$ cat config.mk
export PLATFORM = sky130hd
export DESIGN_NAME = mc_control
export DESIGN_NICKNAME = d
export VERILOG_FILES = /design/src/rtl/mc_pkg.sv /design/src/rtl/mc_retire_cnt.sv /design/src/rtl/mc_control.sv
export SDC_FILE = /design/constraint.sdc
export NUM_CORES = 1
export LEC_CHECK = 0
export ABC_AREA = 1
export CAP_MARGIN = 10
export CORE_MARGIN = 2
export CORE_UTILIZATION = 25
export DETAILED_ROUTE_END_ITERATION = 10
export PLACE_DENSITY = 0.53
export SYNTH_ARGS = -nofsm -noshare
export SYNTH_HDL_FRONTEND = slang
export SYNTH_SLANG_ARGS = --single-unit
$ cat constraint.sdc
create_clock -name i_clk -period 2.21 [get_ports i_clk]
set_input_delay 0.221 -clock i_clk [delete_from_list [all_inputs] [get_ports i_clk]]
set_output_delay 0.221 -clock i_clk [all_outputs]
set_load 0.02 [all_outputs]
$ cat src/rtl/mc_pkg.sv
// Shared constants for the multi-cycle MIPS control unit: state encodings,
// opcodes and datapath mux/ALU select codes.
package mc_pkg;

  typedef logic [3:0] state_t;

  localparam state_t ST_IDLE      = 4'd0;
  localparam state_t ST_FETCH     = 4'd1;
  localparam state_t ST_DECODE    = 4'd2;
  localparam state_t ST_MEM_ADDR  = 4'd3;
  localparam state_t ST_MEM_RD    = 4'd4;
  localparam state_t ST_MEM_WB    = 4'd5;
  localparam state_t ST_MEM_WR    = 4'd6;
  localparam state_t ST_R_EXEC    = 4'd7;
  localparam state_t ST_R_WB      = 4'd8;
  localparam state_t ST_BRANCH    = 4'd9;
  localparam state_t ST_JUMP      = 4'd10;
  localparam state_t ST_ADDI_EXEC = 4'd11;
  localparam state_t ST_ADDI_WB   = 4'd12;
  localparam state_t ST_ILLEGAL   = 4'd13;

  localparam logic [5:0] OP_RTYPE = 6'b000000;
  localparam logic [5:0] OP_LW    = 6'b100011;
  localparam logic [5:0] OP_SW    = 6'b101011;
  localparam logic [5:0] OP_BEQ   = 6'b000100;
  localparam logic [5:0] OP_J     = 6'b000010;
  localparam logic [5:0] OP_ADDI  = 6'b001000;

  localparam logic [1:0] ALU_OP_ADD   = 2'b00;
  localparam logic [1:0] ALU_OP_SUB   = 2'b01;
  localparam logic [1:0] ALU_OP_FUNCT = 2'b10;

  localparam logic [1:0] ALU_SRC_B_RT      = 2'b00;
  localparam logic [1:0] ALU_SRC_B_FOUR    = 2'b01;
  localparam logic [1:0] ALU_SRC_B_IMM     = 2'b10;
  localparam logic [1:0] ALU_SRC_B_IMM_SL2 = 2'b11;

  localparam logic [1:0] PC_SRC_ALU    = 2'b00;
  localparam logic [1:0] PC_SRC_ALUOUT = 2'b01;
  localparam logic [1:0] PC_SRC_JUMP   = 2'b10;

  // States whose exit to FETCH marks a completed instruction.
  function automatic logic is_retire_state(state_t s);
    return (s == ST_MEM_WB) || (s == ST_MEM_WR) || (s == ST_R_WB) ||
           (s == ST_BRANCH) || (s == ST_JUMP) || (s == ST_ADDI_WB);
  endfunction

endpackage

$ cat src/rtl/mc_retire_cnt.sv
// Retired-instruction counter: increments on inc_i, wraps naturally,
// synchronous active-low clear.
module mc_retire_cnt #(
  parameter int unsigned CntWidth = 32
) (
  input  logic                clk_i,
  input  logic                rst_ni,
  input  logic                inc_i,
  output logic [CntWidth-1:0] count_o
);

  logic [CntWidth-1:0] count_d, count_q;

  // Next count: +1 when enabled, modulo 2^CntWidth.
  always_comb begin
    count_d = count_q;
    if (inc_i) begin
      count_d = count_q + CntWidth'(1);
    end
  end

  // Count register with synchronous clear.
  always_ff @(posedge clk_i) begin
    if (!rst_ni) begin
      count_q <= '0;
    end else begin
      count_q <= count_d;
    end
  end

  assign count_o = count_q;

endmodule

$ cat src/rtl/mc_control.sv
// Multi-cycle MIPS control unit. Moore FSM over the IR opcode with a
// memory-ready handshake; FETCH qualifies ir_write/pc_write with i_mem_ready.
// Optional feature: define MC_CONTROL_ILLEGAL_TRAP_EN to trap unknown opcodes
// in a sticky ILLEGAL state (adds o_illegal); otherwise they retire as NOPs
// without counting.
module mc_control
  import mc_pkg::*;
#(
  parameter int unsigned CNT_WIDTH = 32
) (
  input  logic                 i_clk,
  input  logic                 i_rst_n,
  input  logic [5:0]           i_opcode,
  input  logic                 i_zero,
  input  logic                 i_mem_ready,
  output logic                 o_pc_write,
  output logic                 o_pc_write_cond,
  output logic                 o_iord,
  output logic                 o_mem_read,
  output logic                 o_mem_write,
  output logic                 o_ir_write,
  output logic                 o_mem_to_reg,
  output logic                 o_reg_dst,
  output logic                 o_reg_write,
  output logic                 o_alu_src_a,
  output logic [1:0]           o_alu_src_b,
  output logic [1:0]           o_alu_op,
  output logic [1:0]           o_pc_source,
  output logic [3:0]           o_state,
`ifdef MC_CONTROL_ILLEGAL_TRAP_EN
  output logic                 o_illegal,
`endif
  output logic [CNT_WIDTH-1:0] o_retired
);

  state_t state_d, state_q;
  logic   retire_inc;

  // The zero flag gates pc_write_cond inside the datapath, not here.
  logic unused_zero;
  assign unused_zero = i_zero;

  // Next-state selection.
  always_comb begin
    state_d = state_q;
    case (state_q)
      ST_IDLE:     state_d = ST_FETCH;
      ST_FETCH:    if (i_mem_ready) state_d = ST_DECODE;
      ST_DECODE: begin
        case (i_opcode)
          OP_LW, OP_SW: state_d = ST_MEM_ADDR;
          OP_RTYPE:     state_d = ST_R_EXEC;
          OP_BEQ:       state_d = ST_BRANCH;
          OP_J:         state_d = ST_JUMP;
          OP_ADDI:      state_d = ST_ADDI_EXEC;
`ifdef MC_CONTROL_ILLEGAL_TRAP_EN
          default:      state_d = ST_ILLEGAL;
`else
          default:      state_d = ST_FETCH;
`endif
        endcase
      end
      ST_MEM_ADDR:  state_d = (i_opcode == OP_SW) ? ST_MEM_WR : ST_MEM_RD;
      ST_MEM_RD:    if (i_mem_ready) state_d = ST_MEM_WB;
      ST_MEM_WB:    state_d = ST_FETCH;
      ST_MEM_WR:    if (i_mem_ready) state_d = ST_FETCH;
      ST_R_EXEC:    state_d = ST_R_WB;
      ST_R_WB:      state_d = ST_FETCH;
      ST_BRANCH:    state_d = ST_FETCH;
      ST_JUMP:      state_d = ST_FETCH;
      ST_ADDI_EXEC: state_d = ST_ADDI_WB;
      ST_ADDI_WB:   state_d = ST_FETCH;
`ifdef MC_CONTROL_ILLEGAL_TRAP_EN
      ST_ILLEGAL:   state_d = ST_ILLEGAL;
`endif
      default:      state_d = ST_IDLE;
    endcase
  end

  // State register with synchronous active-low reset.
  always_ff @(posedge i_clk) begin
    if (!i_rst_n) begin
      state_q <= ST_IDLE;
    end else begin
      state_q <= state_d;
    end
  end

  // Count only completions; IDLE->FETCH and the NOP path from DECODE are excluded.
  assign retire_inc = (state_d == ST_FETCH) && is_retire_state(state_q);

  mc_retire_cnt #(
    .CntWidth(CNT_WIDTH)
  ) u_retire_cnt (
    .clk_i  (i_clk),
    .rst_ni (i_rst_n),
    .inc_i  (retire_inc),
    .count_o(o_retired)
  );

  // Output decode from the current state (FETCH also looks at i_mem_ready).
  always_comb begin
    o_pc_write      = 1'b0;
    o_pc_write_cond = 1'b0;
    o_iord          = 1'b0;
    o_mem_read      = 1'b0;
    o_mem_write     = 1'b0;
    o_ir_write      = 1'b0;
    o_mem_to_reg    = 1'b0;
    o_reg_dst       = 1'b0;
    o_reg_write     = 1'b0;
    o_alu_src_a     = 1'b0;
    o_alu_src_b     = ALU_SRC_B_RT;
    o_alu_op        = ALU_OP_ADD;
    o_pc_source     = PC_SRC_ALU;
    case (state_q)
      ST_FETCH: begin
        o_mem_read  = 1'b1;
        o_ir_write  = i_mem_ready;
        o_pc_write  = i_mem_ready;
        o_alu_src_b = ALU_SRC_B_FOUR;
      end
      ST_DECODE: begin
        o_alu_src_b = ALU_SRC_B_IMM_SL2;
      end
      ST_MEM_ADDR: begin
        o_alu_src_a = 1'b1;
        o_alu_src_b = ALU_SRC_B_IMM;
      end
      ST_MEM_RD: begin
        o_mem_read = 1'b1;
        o_iord     = 1'b1;
      end
      ST_MEM_WB: begin
        o_reg_write  = 1'b1;
        o_mem_to_reg = 1'b1;
      end
      ST_MEM_WR: begin
        o_mem_write = 1'b1;
        o_iord      = 1'b1;
      end
      ST_R_EXEC: begin
        o_alu_src_a = 1'b1;
        o_alu_op    = ALU_OP_FUNCT;
      end
      ST_R_WB: begin
        o_reg_write = 1'b1;
        o_reg_dst   = 1'b1;
      end
      ST_BRANCH: begin
        o_alu_src_a     = 1'b1;
        o_alu_op        = ALU_OP_SUB;
        o_pc_write_cond = 1'b1;
        o_pc_source     = PC_SRC_ALUOUT;
      end
      ST_JUMP: begin
        o_pc_write  = 1'b1;
        o_pc_source = PC_SRC_JUMP;
      end
      ST_ADDI_EXEC: begin
        o_alu_src_a = 1'b1;
        o_alu_src_b = ALU_SRC_B_IMM;
      end
      ST_ADDI_WB: begin
        o_reg_write = 1'b1;
      end
      default: ;
    endcase
  end

  assign o_state = state_q;

`ifdef MC_CONTROL_ILLEGAL_TRAP_EN
  assign o_illegal = (state_q == ST_ILLEGAL);
`endif

endmodule

==> out/qor.csv <==
stage,metric,value,unit
run_status,status,"complete, no violations",
floorplanning,Chip Height,105.7,um
synth,dominant synthesized flop cell,dfxtp_1,
grt,Congestion Overflow GR,0,
clocking,post-CTS setup buffer count,0,
timing,RSZ-0062 raised after global routing,no,
placement,Final GP Congestion,0.8931,
floorplanning,row cnt,37,
layout,Final Cell Area,3430,um2
synth,Yosys cell types,24,
power_and_ir_drop,combinational share of power,12.0,%
timing,TNS Setup,0,ns
clocking,Clock Tree Root,clkbuf_8,
setup_path,r2r worst-path depth,8,
clocking,hold buffers post-CTS,0,
placement,port bufs,60,
floorplanning,core area,10180,um2
power_and_ir_drop,largest vdd supply drop,0.1857,mV
clocking,Max clock buf depth,2,
floorplanning,Boundary Pins,62,
route,Vias,2839,
job,maxcap violations,0,
power_and_ir_drop,Pwr Density,382.6,nW/um2
route,DRT Pass-1 Iters,5,
power_and_ir_drop,Internal,972.4,uW
timing,Min Hold Slack,0.4952,ns
power_and_ir_drop,clock share of power,37.4,%
synth,register area share after synthesis,27.87,%
power_and_ir_drop,Sw Pwr,339.6,uW
setup_path,flop2flop setup slack,0.37,ns
synth,Post-synth EDFFs,0,
power_and_ir_drop,sequential share of power,50.6,%
synth,Synth Area per Inst,5.709,um2
setup_path,worst path required time,1.99,ns
setup_path,Worst R2R End,u_retire_cnt.count_o[7]$_SDFFE_PN0P_,
layout,final cell count without fillers,652,
clocking,H-tree Lvls,2,
route,WL/cell,11.39,um
timing,Slew Limit Headroom,74.53,%
synth,Ys Warns,0,
floorplanning,Initial Util,25.39,%
timing,Max Clock Freq,477.5,MHz
timing,clk_skew,0.007809,ns
placement,HPWL after detailed placement,5.805,mm
timing,final count of negative-setup-slack endpoints,0,
setup_path,Critical Path End Type,primary output,
layout,Multi-input gate area,1620,um2
grt,initial antenna violation count,0,
layout,ant diodes,0,
setup_path,CP max stage cell,clkdlybuf4s50_1,
min_path,WHS Path Cells,2,
setup_path,CP peak stage delay,0.60,ns
synth,Synthesized Nets,464,
route,final wirelength,7.428,mm
floorplanning,DIE WIDTH,105.7,um
min_path,Hold/Removal Path Class,reg2reg,
synth,largest cells by area after synthesis,"dfxtp_1 (28%), nand2_1 (28%), nor2_1 (11%)",
clocking,"Clk Latency, worst-skew pair",0.29,ns
placement,area post-placement,3333,um2
setup_path,CP cell instances,"inv_1, nor2_4, nand2_2, inv_1, clkdlybuf4s50_1",
layout,fin util,33.67,%
grt,first-pass GRT wire length,11.99,mm
timing,Tightest Pin Transition,0.3807,ns
synth,ys async rst share,0,%
clocking,"Reg clk slew, reported paths",0.07,ns
synth,top-area cell type share of the netlist area,27.87,%
route,DR vias/cell,4.354,
min_path,hold_sp,u_retire_cnt.count_o[31]$_SDFFE_PN0P_,
timing,final hold vios,0,
layout,register area,721.9,um2
min_path,worst hold endpoint,u_retire_cnt.count_o[31]$_SDFFE_PN0P_,
synth,cells after synthesis,453,
timing,fin. max-slew vios,0,
synth,Synth Cell Area,2586,um2
synth,"flops & latches, synth",36,
route,post-route ant nets,0,
grt,vias in the first global route,2507,
synth,largest area contributor in the netlist,dfxtp_1,
timing,fin crit period,2.094,ns
layout,layout cell share with drive strength beyond 1,6.977,%
setup_path,WP data arrival,1.87,ns
power_and_ir_drop,sw frac,25.89,%
layout,"Area growth, synth to finish",32.61,%
setup_path,reg2reg start,o_state[1]$_SDFF_PN0_,
layout,Nets,526,
setup_path,most frequent cell on the critical path,inv_1,
synth,synth cell count leaders,"nand2_1 (190), nor2_1 (76), dfxtp_1 (36), inv_1 (36), a21oi_1 (30)",
route,initial DRC count,118,
synth,"count leader, synth",nand2_1,
power_and_ir_drop,Pleak,1.257,nW
placement,Inst Count DP,644,
setup_path,CP Class,reg2out,
route,drt drc,0,
timing,fin crit share,94.76,%
layout,fillers,1160,
setup_path,Worst Path Max Fanout,8,
grt,Tot GR Track Use,13.26,%
floorplanning,die area,11170,um2
clocking,TritonCTS buffer count,5,
grt,pin count of the biggest net entering global routing,33,
setup_path,CP startpoint kind,flip-flop,
clocking,clk sinks,36,
clocking,CTS tree,done,
cell usage in the layout, fill, tap and decap left out, drive strengths merged, types with 2 or more instances in the layout:
cell / n
xor2: 10
dfxtp: 36
buf: 6
a21oi: 33
nor2: 84
nand4: 3
xnor2: 4
o21ai: 9
clkbuf: 8
clkdlybuf4s50: 59
nor3: 2
inv: 41
nand2: 194
nand3: 23
registers in the layout, summed over array words and instances (netlist names):
name and count:
u_retire_cnt.count_o 32, o_state 4
area by class of cell:
type	instances	share of cell area, %
flip-flops and latches	36	21.05
well taps	136	4.962
inverters	41	4.487
multi-input cells	365	47.25
clock buffers	8	2.627
repair buffers	66	19.63
kinds of logic after synthesis:
family          count (synthesis)  synth area share [%]
fa+ha+maj                       1                0.4837
compound gates                 43                 8.805
xor+xnor                       14                 4.741
simple gates                  307                 48.52
flops                          36                 27.87
buf+inv                        52                 9.579
critical path: cells and delay by family, from the launching register on:
kind,cells,cell delay [ns]
buffers and inverters,3,0.85
flip-flops,1,0.50
AND/OR/NAND/NOR,2,0.23
how the worst max path moves through the flow:
stage	start	endpoint	depth (start not counted)
after CTS	o_state[2]$_SDFF_PN0_	o_pc_write	4
after global placement	o_state[0]$_SDFF_PN0_	o_pc_write	5
final	o_state[2]$_SDFF_PN0_	o_mem_to_reg	5
after floorplan	u_retire_cnt.count_o[0]$_SDFFE_PN0P_	u_retire_cnt.count_o[26]$_SDFFE_PN0P_	10
after detailed placement	o_state[0]$_SDFF_PN0_	o_pc_write	5
after global routing	o_state[1]$_SDFF_PN0_	o_alu_src_a	3
power groups by stage:
stage	Sequential, mW	Clock [mW]	Combinational, mW
after floorplan	0.682	0	0.0851
after global placement	0.678	0	0.158
after detailed placement	0.678	0	0.159
after CTS	0.663	0.508	0.159
after global routing	0.665	0.539	0.170
final	0.664	0.490	0.158
layer usage:
layer,GRT usage [%],up-vias,wire (um)
met5,0,-,0
met4,3.383,0,86
met2,21.61,51,3341
met3,2.659,8,282
met1,17.89,1260,3718
li1,-,1520,-
what timing repair did:
| item | CTS | global route |
|---|---|---|
| pin swaps | 0 | 0 |
| endpoints found under the setup margin | 1 | 1 |
| endpoints found under the hold margin | 0 | 0 |
| resized for setup | 1 | 2 |
per-stage QoR:
stage	power, mW	setup WS, ns
2_1_floorplan	0.7670	0.4727
4_1_cts	1.330	0.05489
6_report	1.312	0.1157
3_5_place_dp	0.8368	0.3148
5_1_grt	1.374	0.02442
3_3_place_gp	0.8366	0.3041
No activity file was read; power rests on OpenSTA's default activity.
